<file path="src/rtl/tdm_pkg.sv">
// tdm_pkg: shared types and constants for the four-channel TDM demultiplexer.
//   NUM_SLOTS      - slots per frame
//   slot_t         - 2-bit slot index {s1,s0}
//   state_t        - framing state (HUNT until a frame_sync is seen, then LOCKED)
//   SLOT_A..SLOT_D - slot indices for channels a..d
package tdm_pkg;

  localparam int NUM_SLOTS = 4;

  typedef logic [1:0] slot_t;

  typedef enum logic {
    HUNT   = 1'b0,
    LOCKED = 1'b1
  } state_t;

  localparam slot_t SLOT_A = 2'd0;
  localparam slot_t SLOT_B = 2'd1;
  localparam slot_t SLOT_C = 2'd2;
  localparam slot_t SLOT_D = slot_t'(NUM_SLOTS - 1);

endpackage

</file>
<file path="src/rtl/tdm_slot_ctr.sv">
// tdm_slot_ctr: 2-bit slot counter with wrap-around.
// Ports:
//   clk, rst_n - clock, asynchronous active-low reset (slot returns to 0)
//   adv        - advance one slot, 3 wraps to 0
//   load1      - force slot to 1 (a slot-0 sample was just captured)
//   clr        - force slot to 0 (framing lost)
//   slot       - current expected slot
//   last       - slot is the final slot of the frame
// Priority when several controls are high: clr, then load1, then adv.
module tdm_slot_ctr
  import tdm_pkg::*;
(
  input  logic  clk,
  input  logic  rst_n,
  input  logic  adv,
  input  logic  load1,
  input  logic  clr,
  output slot_t slot,
  output logic  last
);

  always_ff @(posedge clk or negedge rst_n) begin
    if (!rst_n) begin
      slot <= SLOT_A;
    end else if (clr) begin
      slot <= SLOT_A;
    end else if (load1) begin
      slot <= SLOT_B;
    end else if (adv) begin
      slot <= slot + 2'd1;
    end
  end

  assign last = (slot == SLOT_D);

endmodule

</file>
<file path="src/rtl/tdm_demux4.sv">
// tdm_demux4: four-channel time-division demultiplexer (receive end of a
// 4:1 select-multiplexed link).
// Ports:
//   clk, rst_n          - clock, asynchronous active-low reset
//   din, din_valid      - serialized sample and its qualifier
//   frame_sync          - marks din as slot 0 (only meaningful with din_valid)
//   out_a..out_d        - registered channel samples for slots 0..3
//   frame_valid         - one-cycle pulse: out_a..out_d hold a new frame
//   locked              - framing state is LOCKED
//   sync_err            - one-cycle pulse on a framing violation
//   slot                - slot index expected for the next valid sample
//   err_cnt             - saturating count of sync_err pulses
//                         (present only when TDM_DEMUX_ERR_CNT_EN is defined)
// Handshake: din is consumed on every rising edge where din_valid=1; there is
// no back-pressure, and cycles with din_valid=0 change nothing.
// Slots 0..2 land in capture registers; the slot-3 sample goes straight to
// out_d together with the captured ones, so partial frames never reach the
// outputs.
module tdm_demux4
  import tdm_pkg::*;
#(
  parameter int WIDTH            = 8,
  parameter int SYNC_EVERY_FRAME = 1
) (
  input  logic             clk,
  input  logic             rst_n,
  input  logic [WIDTH-1:0] din,
  input  logic             din_valid,
  input  logic             frame_sync,
  output logic [WIDTH-1:0] out_a,
  output logic [WIDTH-1:0] out_b,
  output logic [WIDTH-1:0] out_c,
  output logic [WIDTH-1:0] out_d,
  output logic             frame_valid,
  output logic             locked,
  output logic             sync_err,
  output logic [1:0]       slot
`ifdef TDM_DEMUX_ERR_CNT_EN
  ,
  output logic [7:0]       err_cnt
`endif
);

  state_t           state_q, state_d;
  logic [WIDTH-1:0] cap_a, cap_b, cap_c;
  logic             cap_a_en, cap_b_en, cap_c_en;
  logic             frame_done, err;
  logic             ctr_adv, ctr_load1, ctr_clr, ctr_last;
  slot_t            slot_q;

  tdm_slot_ctr u_ctr (
    .clk   (clk),
    .rst_n (rst_n),
    .adv   (ctr_adv),
    .load1 (ctr_load1),
    .clr   (ctr_clr),
    .slot  (slot_q),
    .last  (ctr_last)
  );

  always_ff @(posedge clk or negedge rst_n) begin
    if (!rst_n) begin
      state_q <= HUNT;
    end else begin
      state_q <= state_d;
    end
  end

  always_comb begin
    state_d    = state_q;
    cap_a_en   = 1'b0;
    cap_b_en   = 1'b0;
    cap_c_en   = 1'b0;
    frame_done = 1'b0;
    err        = 1'b0;
    ctr_adv    = 1'b0;
    ctr_load1  = 1'b0;
    ctr_clr    = 1'b0;
    if (din_valid) begin
      case (state_q)
        HUNT: begin
          if (frame_sync) begin
            cap_a_en  = 1'b1;
            ctr_load1 = 1'b1;
            state_d   = LOCKED;
          end
        end
        LOCKED: begin
          if (frame_sync && (slot_q != SLOT_A)) begin
            // Early sync: drop the partial frame and re-align on this sample.
            err       = 1'b1;
            cap_a_en  = 1'b1;
            ctr_load1 = 1'b1;
          end else if (slot_q == SLOT_A) begin
            if (frame_sync || (SYNC_EVERY_FRAME == 0)) begin
              cap_a_en  = 1'b1;
              ctr_load1 = 1'b1;
            end else begin
              err     = 1'b1;
              ctr_clr = 1'b1;
              state_d = HUNT;
            end
          end else if (ctr_last) begin
            frame_done = 1'b1;
            ctr_adv    = 1'b1;
          end else begin
            cap_b_en = (slot_q == SLOT_B);
            cap_c_en = (slot_q == SLOT_C);
            ctr_adv  = 1'b1;
          end
        end
        default: state_d = HUNT;
      endcase
    end
  end

  always_ff @(posedge clk or negedge rst_n) begin
    if (!rst_n) begin
      cap_a       <= '0;
      cap_b       <= '0;
      cap_c       <= '0;
      out_a       <= '0;
      out_b       <= '0;
      out_c       <= '0;
      out_d       <= '0;
      frame_valid <= 1'b0;
      sync_err    <= 1'b0;
    end else begin
      if (cap_a_en) cap_a <= din;
      if (cap_b_en) cap_b <= din;
      if (cap_c_en) cap_c <= din;
      if (frame_done) begin
        out_a <= cap_a;
        out_b <= cap_b;
        out_c <= cap_c;
        out_d <= din;
      end
      frame_valid <= frame_done;
      sync_err    <= err;
    end
  end

  assign locked = (state_q == LOCKED);
  assign slot   = slot_q;

`ifdef TDM_DEMUX_ERR_CNT_EN
  // Counts the violation on the same edge that raises sync_err.
  always_ff @(posedge clk or negedge rst_n) begin
    if (!rst_n) begin
      err_cnt <= 8'd0;
    end else if (err && (err_cnt != 8'hFF)) begin
      err_cnt <= err_cnt + 8'd1;
    end
  end
`endif

endmodule

</file>
<file path="config.mk">
export PLATFORM = sky130hd
export DESIGN_NAME = tdm_demux4
export DESIGN_NICKNAME = d
export VERILOG_FILES = /design/src/rtl/tdm_pkg.sv /design/src/rtl/tdm_slot_ctr.sv /design/src/rtl/tdm_demux4.sv
export SDC_FILE = /design/constraint.sdc
export NUM_CORES = 1
export LEC_CHECK = 0
export CAP_MARGIN = 20
export CORE_ASPECT_RATIO = 0.75
export CORE_UTILIZATION = 50
export CTS_CLUSTER_DIAMETER = 200
export DETAILED_ROUTE_END_ITERATION = 10
export PLACE_DENSITY_LB_ADDON = 0.08
export SLEW_MARGIN = 40
export SYNTH_ARGS = -nofsm -noshare
export SYNTH_HDL_FRONTEND = slang
export SYNTH_SLANG_ARGS = --single-unit
</file>
<file path="constraint.sdc">
create_clock -name clk -period 1.8 [get_ports clk]
set_clock_uncertainty 0.05 [all_clocks]
set_input_delay 0.36 -clock clk [delete_from_list [all_inputs] [get_ports clk]]
set_output_delay 0.36 -clock clk [all_outputs]
set_load 0.02 [all_outputs]
</file>
==> flow_summary.toml <==
[routing]
ant_nets = 0
first_iter_violations = 31
route.detailed.wl_per_inst_microns = 17.3
drc = 8
viasPerCell = 5.19
firstDrtPassIters = 8
wl_microns = 4800
vias = 1437

[yosys]
synth_flop_cell = "dfrtp_1"
syn_avg_cell_area_sq_um = 17.0
synth_cell_types = 21
synth_most_common_cell = "dfrtp_1"
yosysSeqAreaShare_pct = 60.6
netlist_top_cells_count = "dfrtp_1 (61), mux2_4 (29), mux2_2 (27)"
async_flop_share_pct = 100
synth_top_area_share_pct = 60.6
synth_edf_count = 0
postSynthCellCount = 148
netlist_area_sq_um = 2520
synth_seq_cells = 61
synth_fp_nets = 166
yosysWarnings = 0
yosysTopAreaCell = "dfrtp_1"
synthTopCellsByArea = "dfrtp_1 (61%), mux2_4 (17%), mux2_2 (12%)"

[sta]
maxSlewHeadroom_pct = 77.3
maxSlewViolCount = 0
fmax_mhz = 577
min_period_ps = 1730
setup_ws_ps = 67.8
worst_pin_slew_ps = 341
finalCritPeriodShare_pct = 96.2
rsz0062_at_grt = "no"
setup_violations = 0
finalHoldViolations = 0
hold_ws_ps = 452

[pwr]
total_power_mw = 5.89
p_leak_nw = 1.63
cellPowerDensity_nw_per_um2 = 1740
ir_drop_v = 0.00101

[global_route]
grt_max_degree = 62
grt_usage_pct = 20.5
grt_pass1_wl_microns = 8000
antenna_found_initial = 0
grt_pass1_vias = 1558
grt-ovfl-total = 0

[floorplanning]
start_util_pct = 54.2
core_sq_um = 4650
pin_count = 49
rows = 21
die_w_microns = 84.0
dieArea_sq_um = 5330
die_height_microns = 63.5

[place]
port_buffers = 48
hpwl_microns = 3160
routabilityCongestion = 0.844
placed_cell_area_sq_um = 3160
place_ws_ps = -140

[cells_and_area]
drive_gt1_share_pct = 40.9
finish.net_count = 233
n_antenna_cell = 0
area_growth_pct = 34.6
final_area_sq_um = 3390

[clock_tree]
cts_buffers = 9
clk_pin_slew_ps = 70
cts_tree = "done"
clock_latency_ps = 320
clockRootBuffer = "clkbuf_8"
cts.sinks = 61
h-tree-depth = 3
cts_setup_buffers = 0
cts.path.max_buffers = 2

[critical_path]
path_delay_family = "buffers and inverters"
cp_max_fo = 5
path_class = "register to primary output"
cp_slowest_cell = "clkdlybuf4s50_1"
crit_required_ps = 1390
critPathLaunchType = "register"
cp_cell_sequence = "clkdlybuf4s50_1"
reg2reg_depth = 6
reg2reg_setup_slack_ps = 90
end_kind = "primary output"
r2r-start = "u_ctr.slot[0]"
slowest_delay_ps = 610
crit_buf_inv = 1
arrival_ps = 1320
r2r-end = "cap_b[7]"

[run]
drv_cap = 0

[min_path]
min_delay_path_depth = 1
min_to = "out_b[3]"
hold_path.class = "register to register"
min_from = "cap_b[3]"

[outcome]
status = "finished, violations left"
violations = "design-rule violations"
[what timing repair did]
action / 4_1_cts / 5_1_grt
hold endpoints to repair: 33 / 0
gates resized for setup: 3 / 3
hold buffers: 1 / 0
setup endpoints to repair: 16 / 19
[worst max path at each step]
stage | cells past startpoint | end | slack, ps | from
2_1_floorplan | 6 | out_a[7] | 40 | u_ctr.slot[0]
3_3_place_gp | 4 | cap_c[5] | -100 | din_valid
5_1_grt | 6 | cap_c[7] | 10 | u_ctr.slot[0]
6_report | 1 | slot[1] | 70 | u_ctr.slot[1]
4_1_cts | 1 | locked | 10 | locked
3_5_place_dp | 5 | cap_c[4] | -140 | frame_sync
[cells by family (layout without fill, tap and decap cells)]
kind of cell | Yosys count | count (layout) | synth area share (%)
xor+xnor | 1 | 1 | 0.348
mux | 56 | 56 | 29.3
flops | 61 | 61 | 60.6
compound gates | 5 | 5 | 1.19
fa+ha+maj | 6 | 6 | 2.98
simple gates | 11 | 11 | 3.33
buf+inv | 8 | 80 | 2.23
[flip-flops by register name, summed over array words and instances (netlist names)]
signal       count
cap_a            8
cap_b            8
cap_c            8
out_a            8
out_b            8
out_c            8
out_d            8
u_ctr.slot       2
frame_valid      1
locked           1
sync_err         1
[worst register-to-register path, delay by kind of cell (launching register included)]
family	cells	cell delay [ps]
DFF	1	400
muxes	1	370
and+or+nand+nor	2	320
buffers and inverters	2	230
adders and majority gates	1	230
[layout make-up]
class / instances / area (sq um)
multi-input cells: 79 / 960
fillers: 302 / 1260
inverters: 4 / 15.0
flip-flops and latches: 61 / 1530
repair buffers: 60 / 623
clock buffers: 12 / 145
clock inverters: 4 / 47.5
well taps: 57 / 71.3
[layer usage]
metal	vias to the layer above	share of wire (%)	track usage, %
li1	652	-	-
met3	4	4.5	8.39
met5	-	0	0
met1	742	48	25.8
met4	0	0.52	7.11
met2	39	47	32.3
[power by group]
part	switching [mW]	internal, mW
sequential	0.339	1.93
clock	0.496	0.673
combinational	1.03	1.42
[layout by cell type (no fill, tap or decap), types with 3 or more instances in the layout]
cell type         n
buf_12            4
buf_4             7
clkbuf_8         10
clkdlybuf4s50_1  45
dfrtp_1          59
ha_1              6
inv_1             3
mux2_2           27
mux2_4           29
nand3_4           3
[per-stage QoR]
stage | std cells | TNS, ps | utilization [%]
finish | 277 | 0 | 72.9
detailed placement | 260 | -5460 | 68.0
CTS | 277 | 0 | 72.8
floorplan | 148 | 0 | -
global placement | 260 | -3550 | 68.0
global route | 277 | 0 | 72.9
(Power assumes the default switching activity.)
